**config.mk**
```make
export PLATFORM = sky130hd
export DESIGN_NAME = mux_pipe_flat
export DESIGN_NICKNAME = d
export VERILOG_FILES = /design/src/rtl/mux_pipe_if.sv /design/src/rtl/mux_pipe.sv /design/src/flat_wrapper.sv
export SDC_FILE = /design/constraint.sdc
export NUM_CORES = 1
export LEC_CHECK = 0
export CORE_ASPECT_RATIO = 1.25
export CORE_MARGIN = 2
export CORE_UTILIZATION = 35
export DETAILED_ROUTE_END_ITERATION = 16
export DONT_BUFFER_PORTS = 1
export HOLD_SLACK_MARGIN = 0.1
export PLACE_DENSITY = 0.49
export SLEW_MARGIN = 20
export SYNTH_ARGS = -nofsm -noshare
export SYNTH_HDL_FRONTEND = slang
export SYNTH_SLANG_ARGS = --single-unit
```
**constraint.sdc**
```tcl
create_clock -name clk -period 2.2 [get_ports clk]
set_input_delay 0.44 -clock clk [delete_from_list [all_inputs] [get_ports clk]]
set_output_delay 0.44 -clock clk [all_outputs]
set_load 0.005 [all_outputs]
```
**src/rtl/mux_pipe_if.sv**
```systemverilog
// Handshake bundle for mux_pipe: upstream beat (data, select, valid/ready), downstream beat, error flag.
interface mux_pipe_if #(
    parameter int WIDTH    = 5,
    parameter int CHANNELS = 2,
    parameter int SEL_W    = 1
);
    logic [WIDTH*CHANNELS-1:0] in_data;
    logic [SEL_W-1:0]          in_sel;
    logic                      in_valid;
    logic                      in_ready;
    logic [WIDTH-1:0]          out_data;
    logic                      out_valid;
    logic                      out_ready;
    logic                      sel_err;

    modport master (
        output in_data, in_sel, in_valid, out_ready,
        input  in_ready, out_data, out_valid, sel_err
    );

    modport slave (
        input  in_data, in_sel, in_valid, out_ready,
        output in_ready, out_data, out_valid, sel_err
    );
endinterface

```
**src/rtl/mux_pipe.sv**
```systemverilog
// Channel-select mux with a two-entry skid pipeline; MUX_PIPE_SEL_CHECK_EN enables out-of-range select flagging.
// Latency: one cycle from accept to out_valid.
// Backpressure: in_ready is the registered inverse of skid occupancy, so out_ready never reaches it combinationally.
module mux_pipe #(
    parameter int WIDTH    = 5,
    parameter int CHANNELS = 2,
    parameter int SEL_W    = 1
) (
    input  logic          clk,
    input  logic          rst_n,
    mux_pipe_if.slave     bus
);
    logic [WIDTH-1:0] out_q;
    logic [WIDTH-1:0] skid_q;
    logic             out_v;
    logic             skid_v;
    logic [WIDTH-1:0] pick;
    logic             sel_bad;
    logic             accept;
    logic             emit;

    assign accept        = bus.in_valid & ~skid_v;
    assign emit          = out_v & bus.out_ready;
    assign bus.in_ready  = ~skid_v;
    assign bus.out_data  = out_q;
    assign bus.out_valid = out_v;

    always_comb begin
        pick = '0;
        for (int k = 0; k < CHANNELS; k++) begin
            if (!sel_bad && (32'(bus.in_sel) == k))
                pick = bus.in_data[k*WIDTH +: WIDTH];
        end
    end

    always_ff @(posedge clk or negedge rst_n) begin
        if (!rst_n) begin
            out_q  <= '0;
            out_v  <= 1'b0;
            skid_q <= '0;
            skid_v <= 1'b0;
        end else if (emit) begin
            // Skid drains first; it is only occupied while in_ready is low, so no accept can race it.
            if (skid_v) begin
                out_q  <= skid_q;
                skid_v <= 1'b0;
            end else if (accept) begin
                out_q  <= pick;
            end else begin
                out_v  <= 1'b0;
            end
        end else if (accept) begin
            if (out_v) begin
                skid_q <= pick;
                skid_v <= 1'b1;
            end else begin
                out_q  <= pick;
                out_v  <= 1'b1;
            end
        end
    end

`ifdef MUX_PIPE_SEL_CHECK_EN
    logic sel_err_q;

    assign sel_bad     = (32'(bus.in_sel) >= CHANNELS);
    assign bus.sel_err = sel_err_q;

    always_ff @(posedge clk or negedge rst_n) begin
        if (!rst_n)
            sel_err_q <= 1'b0;
        else if (accept && sel_bad)
            sel_err_q <= 1'b1;
    end
`else
    assign sel_bad     = 1'b0;
    assign bus.sel_err = 1'b0;
`endif

endmodule

```
**src/flat_wrapper.sv**
```systemverilog
// flat-port wrapper written by rule: the top's interface ports become plain ports
module mux_pipe_flat 
#(
    parameter int WIDTH    = 5,
    parameter int CHANNELS = 2,
    parameter int SEL_W    = 1
)
  (clk, rst_n, bus_in_data, bus_in_sel, bus_in_valid, bus_out_ready, bus_in_ready, bus_out_data, bus_out_valid, bus_sel_err);
  mux_pipe_if #(.WIDTH(WIDTH), .CHANNELS(CHANNELS), .SEL_W(SEL_W)) bus_i ();
  input  logic clk;
  input  logic rst_n;
  input wire logic [$bits(bus_i.in_data)-1:0] bus_in_data;
  input wire logic [$bits(bus_i.in_sel)-1:0] bus_in_sel;
  input wire logic [$bits(bus_i.in_valid)-1:0] bus_in_valid;
  input wire logic [$bits(bus_i.out_ready)-1:0] bus_out_ready;
  output wire logic [$bits(bus_i.in_ready)-1:0] bus_in_ready;
  output wire logic [$bits(bus_i.out_data)-1:0] bus_out_data;
  output wire logic [$bits(bus_i.out_valid)-1:0] bus_out_valid;
  output wire logic [$bits(bus_i.sel_err)-1:0] bus_sel_err;
  assign bus_i.in_data = bus_in_data;
  assign bus_i.in_sel = bus_in_sel;
  assign bus_i.in_valid = bus_in_valid;
  assign bus_i.out_ready = bus_out_ready;
  assign bus_in_ready = bus_i.in_ready;
  assign bus_out_data = bus_i.out_data;
  assign bus_out_valid = bus_i.out_valid;
  assign bus_sel_err = bus_i.sel_err;
  mux_pipe #(.WIDTH(WIDTH), .CHANNELS(CHANNELS), .SEL_W(SEL_W)) u_core (.clk(clk), .rst_n(rst_n), .bus(bus_i));
endmodule
```
Word-level counts from Yosys, hierarchy flattened --
Cells that the tools add are included.
Cells by class: add/subtract/negate cells 0, multipliers 0, divide/modulo/power cells 0, order comparisons 0, equal/unequal tests 3, shift operators 0, multiplexer cells 13, bitwise logic cells 4, reductions and logical operators 7
Operators with widths (number):
- $mux W5 | 6
- $reduce_and A3 Y1 | 3
- $mux W1 | 7
- $ne A2 B2 Y1 const B | 3
- $reduce_bool A2 Y1 | 3
- $and A1 B1 Y1 | 2
- $not A1 Y1 | 2
- $reduce_and A2 Y1 | 1
Storage, ports and cells: bits in registers 12, latch bits 0, bits in writable memories 0, bits in read-only memories 0, output and inout port bits 8, word-level logic and storage cells 31, memories 0

Logic depth before layout (Yosys ltp) --
depth after elaboration 5, gate-level depth with buffers 5

Worst setup path before layout --
Ideal clock, no wire load.
path type register to register, start register u_core.skid_v, end register u_core.out_q[4], in the netlist u_core.bus.out_data[4], library setup time 0.125 ns, arrival time 1.149 ns, setup slack 0.926 ns, cell stages (with the launch flop) 4, path through dfrtp_1 -> nand2b_2 -> a22oi_4 -> mux2_4
On the way: word-level cells in the longest chain between the ends 4, elaborated cells on any way between the ends 7, classes of those cells 2 x mux; 2 x bitwise; 3 x reduce/logical
Ends and longest elaborated chain:
- start: declaration | line mux_pipe.sv:16 | logic skid_v;
- start signal: assignment | line mux_pipe.sv:41 | skid_v <= 1'b0;
- start signal: assignment | line mux_pipe.sv:46 | skid_v <= 1'b0;
- start signal: assignment | line mux_pipe.sv:55 | skid_v <= 1'b1;
- $not A1 Y1 | line mux_pipe.sv:22 | assign accept = bus.in_valid & ~skid_v;
- $and A1 B1 Y1 | line mux_pipe.sv:22
- $reduce_bool A2 Y1 (no source line)
- $reduce_and A3 Y1 (no source line)
- end signal: assignment | line mux_pipe.sv:45 | out_q <= skid_q;
- end signal: assignment | line mux_pipe.sv:48 | out_q <= pick;
- end signal: assignment | line mux_pipe.sv:57 | out_q <= pick;
- end: declaration | line mux_pipe.sv:13 | logic [WIDTH-1:0] out_q;
Parallel ways exist; a longest one is shown, timed or not. A chain may end at the register's enable or synchronous reset.

Worst setup path in the final report --
start register u_core.out_v, in the netlist u_core.bus.out_valid, end register u_core.skid_q[1]
On the way: word-level cells in the longest chain between the ends 3
Ends and longest elaborated chain:
- start: declaration | line mux_pipe.sv:15 | logic out_v;
- start signal: assignment | line mux_pipe.sv:39 | out_v <= 1'b0;
- start signal: assignment | line mux_pipe.sv:50 | out_v <= 1'b0;
- start signal: assignment | line mux_pipe.sv:58 | out_v <= 1'b1;
- $and A1 B1 Y1 | line mux_pipe.sv:23 | assign emit = out_v & bus.out_ready;
- $not A1 Y1 (no source line)
- $reduce_and A3 Y1 (no source line) (*)
- end signal: assignment | line mux_pipe.sv:54 | skid_q <= pick;
- end: declaration | line mux_pipe.sv:14 | logic [WIDTH-1:0] skid_q;
Every way passes the cells marked *; elsewhere a longest branch is shown, timed or not.

==> results.md <==
- Critical path fanouts, max: 8
- WL per Instance: roughly 16 microns
- Antenna violations before repair: 0
- Clk pin slew, worst setup/hold paths: around 0.080 ns
- Register area share after synthesis: 0.452
- # rows: 17
- DRT iter0 DRCs: 4
- Critical Path RT: between 2 and 2.5 ns
- Die Wd: roughly 43 microns
- # diodes: 0
- Max VDD drop: ~470 uV
- Vias/cell: 5.09
- Vias in the first global route: 357
- TritonRoute pass-1 iters: 3
- FMAX: between 700 and 800 MHz
- RSZ-0062 raised after global routing: false
- Layout cells sized above 1: 0.291
- Post-synth cell types: 16
- Fin crit share: 0.646
- Buffers on Ports: 0
- Yosys warns: 0
- Post-route DRC violation count: 0
- Global placement routability congestion: between 0.6 and 0.7
- Final hold vios: 0
- Final ANT Viol Nets: 0
- Die H: between 50 and 60 microns
- R2r worst-path depth: 2
- Mean Syn Cell Area: between 10 and 15 sq um
- Slew Limit Fails: 0
- Die Area: about 2300 sq um
- Worst hold-check path type: primary input to flop
- DP Area: 658 sq um
- R2r setup slk: about 0.8 ns
- Crit Path Class: flop to flop
- Worst slew pin tran: roughly 0.55 ns
- Total power: 918 uW
- Leakage power: 0.358 nW
- Seq cells post-synth: 12
- Synthesized instance count: 53
- Starting Density: 0.372
- Fin Setup TNS: 0 ns
- Root buf cell: clkbuf_4
- Skew final: 0.00590 ns
- Startpoint types: flop
- Post-Route WL: around 1200 microns
- Critical path origin: u_core.bus.out_valid
- Worst Path Arrival: around 1.6 ns
- Clock Latency Late Sink: ~0.28 ns
- GR Overflow Total: 0
- TritonCTS Buffers: 3
- Via Count: about 380
- Period minus WS final: 1.42 ns
- PwrDens: between 1000 and 1500 nW/um^2
- CP endpoint kind: flop
- End of the worst register-to-register path: u_core.skid_q[1]
- Max Cap Viol: 0
- Clk sinks: 12
- Origin of the critical flop-to-flop path: u_core.bus.out_valid
- CTS H-tree lvls: 1
- Crit path to: u_core.skid_q[1]
- Final Setup Violations: 0
- Design area: just over 700 sq um
- Status: finished, final reports clean
- Final nets: roughly 70
- Gr usage total: 0.119
- Bufs on Longest Clock Path: 2
- Core footprint: roughly 1800 sq um
- Mapped Area: roughly 660 sq um
- IO Pins: 23
- Largest net degree at the start of global routing: 13
- First-pass GRT wire length: 1860 microns
- Headroom to the max-slew limit: 0.632
- CTS tree: done
- Final HPWL DP: 883 microns
- Area Overhead vs Synth: 6.03%
- Syn Nets: a little under 70
-- per-stage QoR --
| stage | setup slack (ns) | hold WS, ns | instances | util |
|---|---|---|---|---|
| 6_report | 0.780 | 0.238 | 74 | 0.394 |
| 5_1_grt | 0.680 | 0.235 | 74 | 0.394 |
| 4_1_cts | 0.754 | 0.237 | 74 | 0.394 |
| 3_5_place_dp | 0.779 | 0.145 | 69 | 0.368 |
| 3_3_place_gp | 0.779 | 0.145 | 69 | 0.368 |
| 2_1_floorplan | 0.926 | 0.144 | 53 | - |
-- metal layers --
metal  part of all wire  vias to the layer above  GRT usage
met4              0.022                        0     0.0758
met2               0.50                       12      0.177
met1               0.43                      180      0.148
met3              0.045                        4     0.0345
met5                  0                        -          0
li1                   -                      181          -
-- area by class of cell --
cell class,count,area [sq um]
fillers,190,1080
flip-flops and latches,12,300
well taps,19,23.8
clock buffers,4,36.3
multi-input cells,31,308
inverters,7,26.3
repair buffers,1,10.0
-- worst max-delay path, cell delays in order (launching register included) --
cell and delay, ns:
dfrtp_1 0.52, and4bb_1 0.46, mux2_4 0.33
-- cell families after synthesis --
logic type             after synthesis  share of synthesized area
multiplexers                        19                      0.331
AND/OR/NAND/NOR                      6                     0.0640
AO/OA/AOI/OAI                        5                     0.0621
flip-flops                          12                      0.452
other                                1                    0.00564
buffers and inverters               10                     0.0848
-- worst min-delay path by stage --
stage,from,endpoint,slack (ns),depth (start not counted)
finish,bus_out_ready,u_core.skid_v,0.24,1
global route,bus_out_ready,u_core.skid_v,0.24,1
CTS,bus_out_ready,u_core.skid_v,0.24,1
detailed placement,rst_n,u_core.bus.out_data[1],0.14,0
global placement,rst_n,u_core.bus.out_data[1],0.14,0
floorplan,rst_n,u_core.bus.out_data[0],0.14,0
-- power breakdown --
part           switching [mW]  total [mW]  internal, mW  leakage (nW)
combinational           0.126       0.307         0.181         0.196
clock                  0.0780       0.179         0.101        0.0210
sequential             0.0983       0.433         0.334         0.141
-- synthesized netlist by cell type (all sizes together) --
library cell	n	area, sq um
a21oi	3	15.0
a22oi	1	21.3
and4bb	1	12.5
buf	3	30.0
conb	1	3.75
dfrtp	12	300
inv	7	26.3
mux2	9	120
mux2i	10	100
nand2	2	7.51
nand2b	1	8.76
nand3	1	10.0
nor2	1	3.75
o21ai	1	5.00
-- repair_timing --
| item | 4_1_cts | 5_1_grt |
|---|---|---|
| gates resized for setup | 0 | 0 |
| hold buffers | 1 | 0 |
| hold endpoints to repair | 12 | 0 |
| setup buffers | 0 | 0 |
-- registers in the layout, summed over array words and instances (netlist names) --
register	count
u_core.skid_v	1
u_core.bus.out_valid	1
u_core.bus.out_data	5
u_core.skid_q	5
-- cell usage in the layout, fill, tap and decap left out, types with 2 or more instances in the layout --
master	synthesis	layout
mux2_2	4	4
mux2_4	5	5
inv_1	7	7
mux2i_1	10	10
clkbuf_4	0	3
dfrtp_1	12	12
nand2_1	2	2
a21oi_1	3	3
No activity file was read; power rests on OpenSTA's default activity.
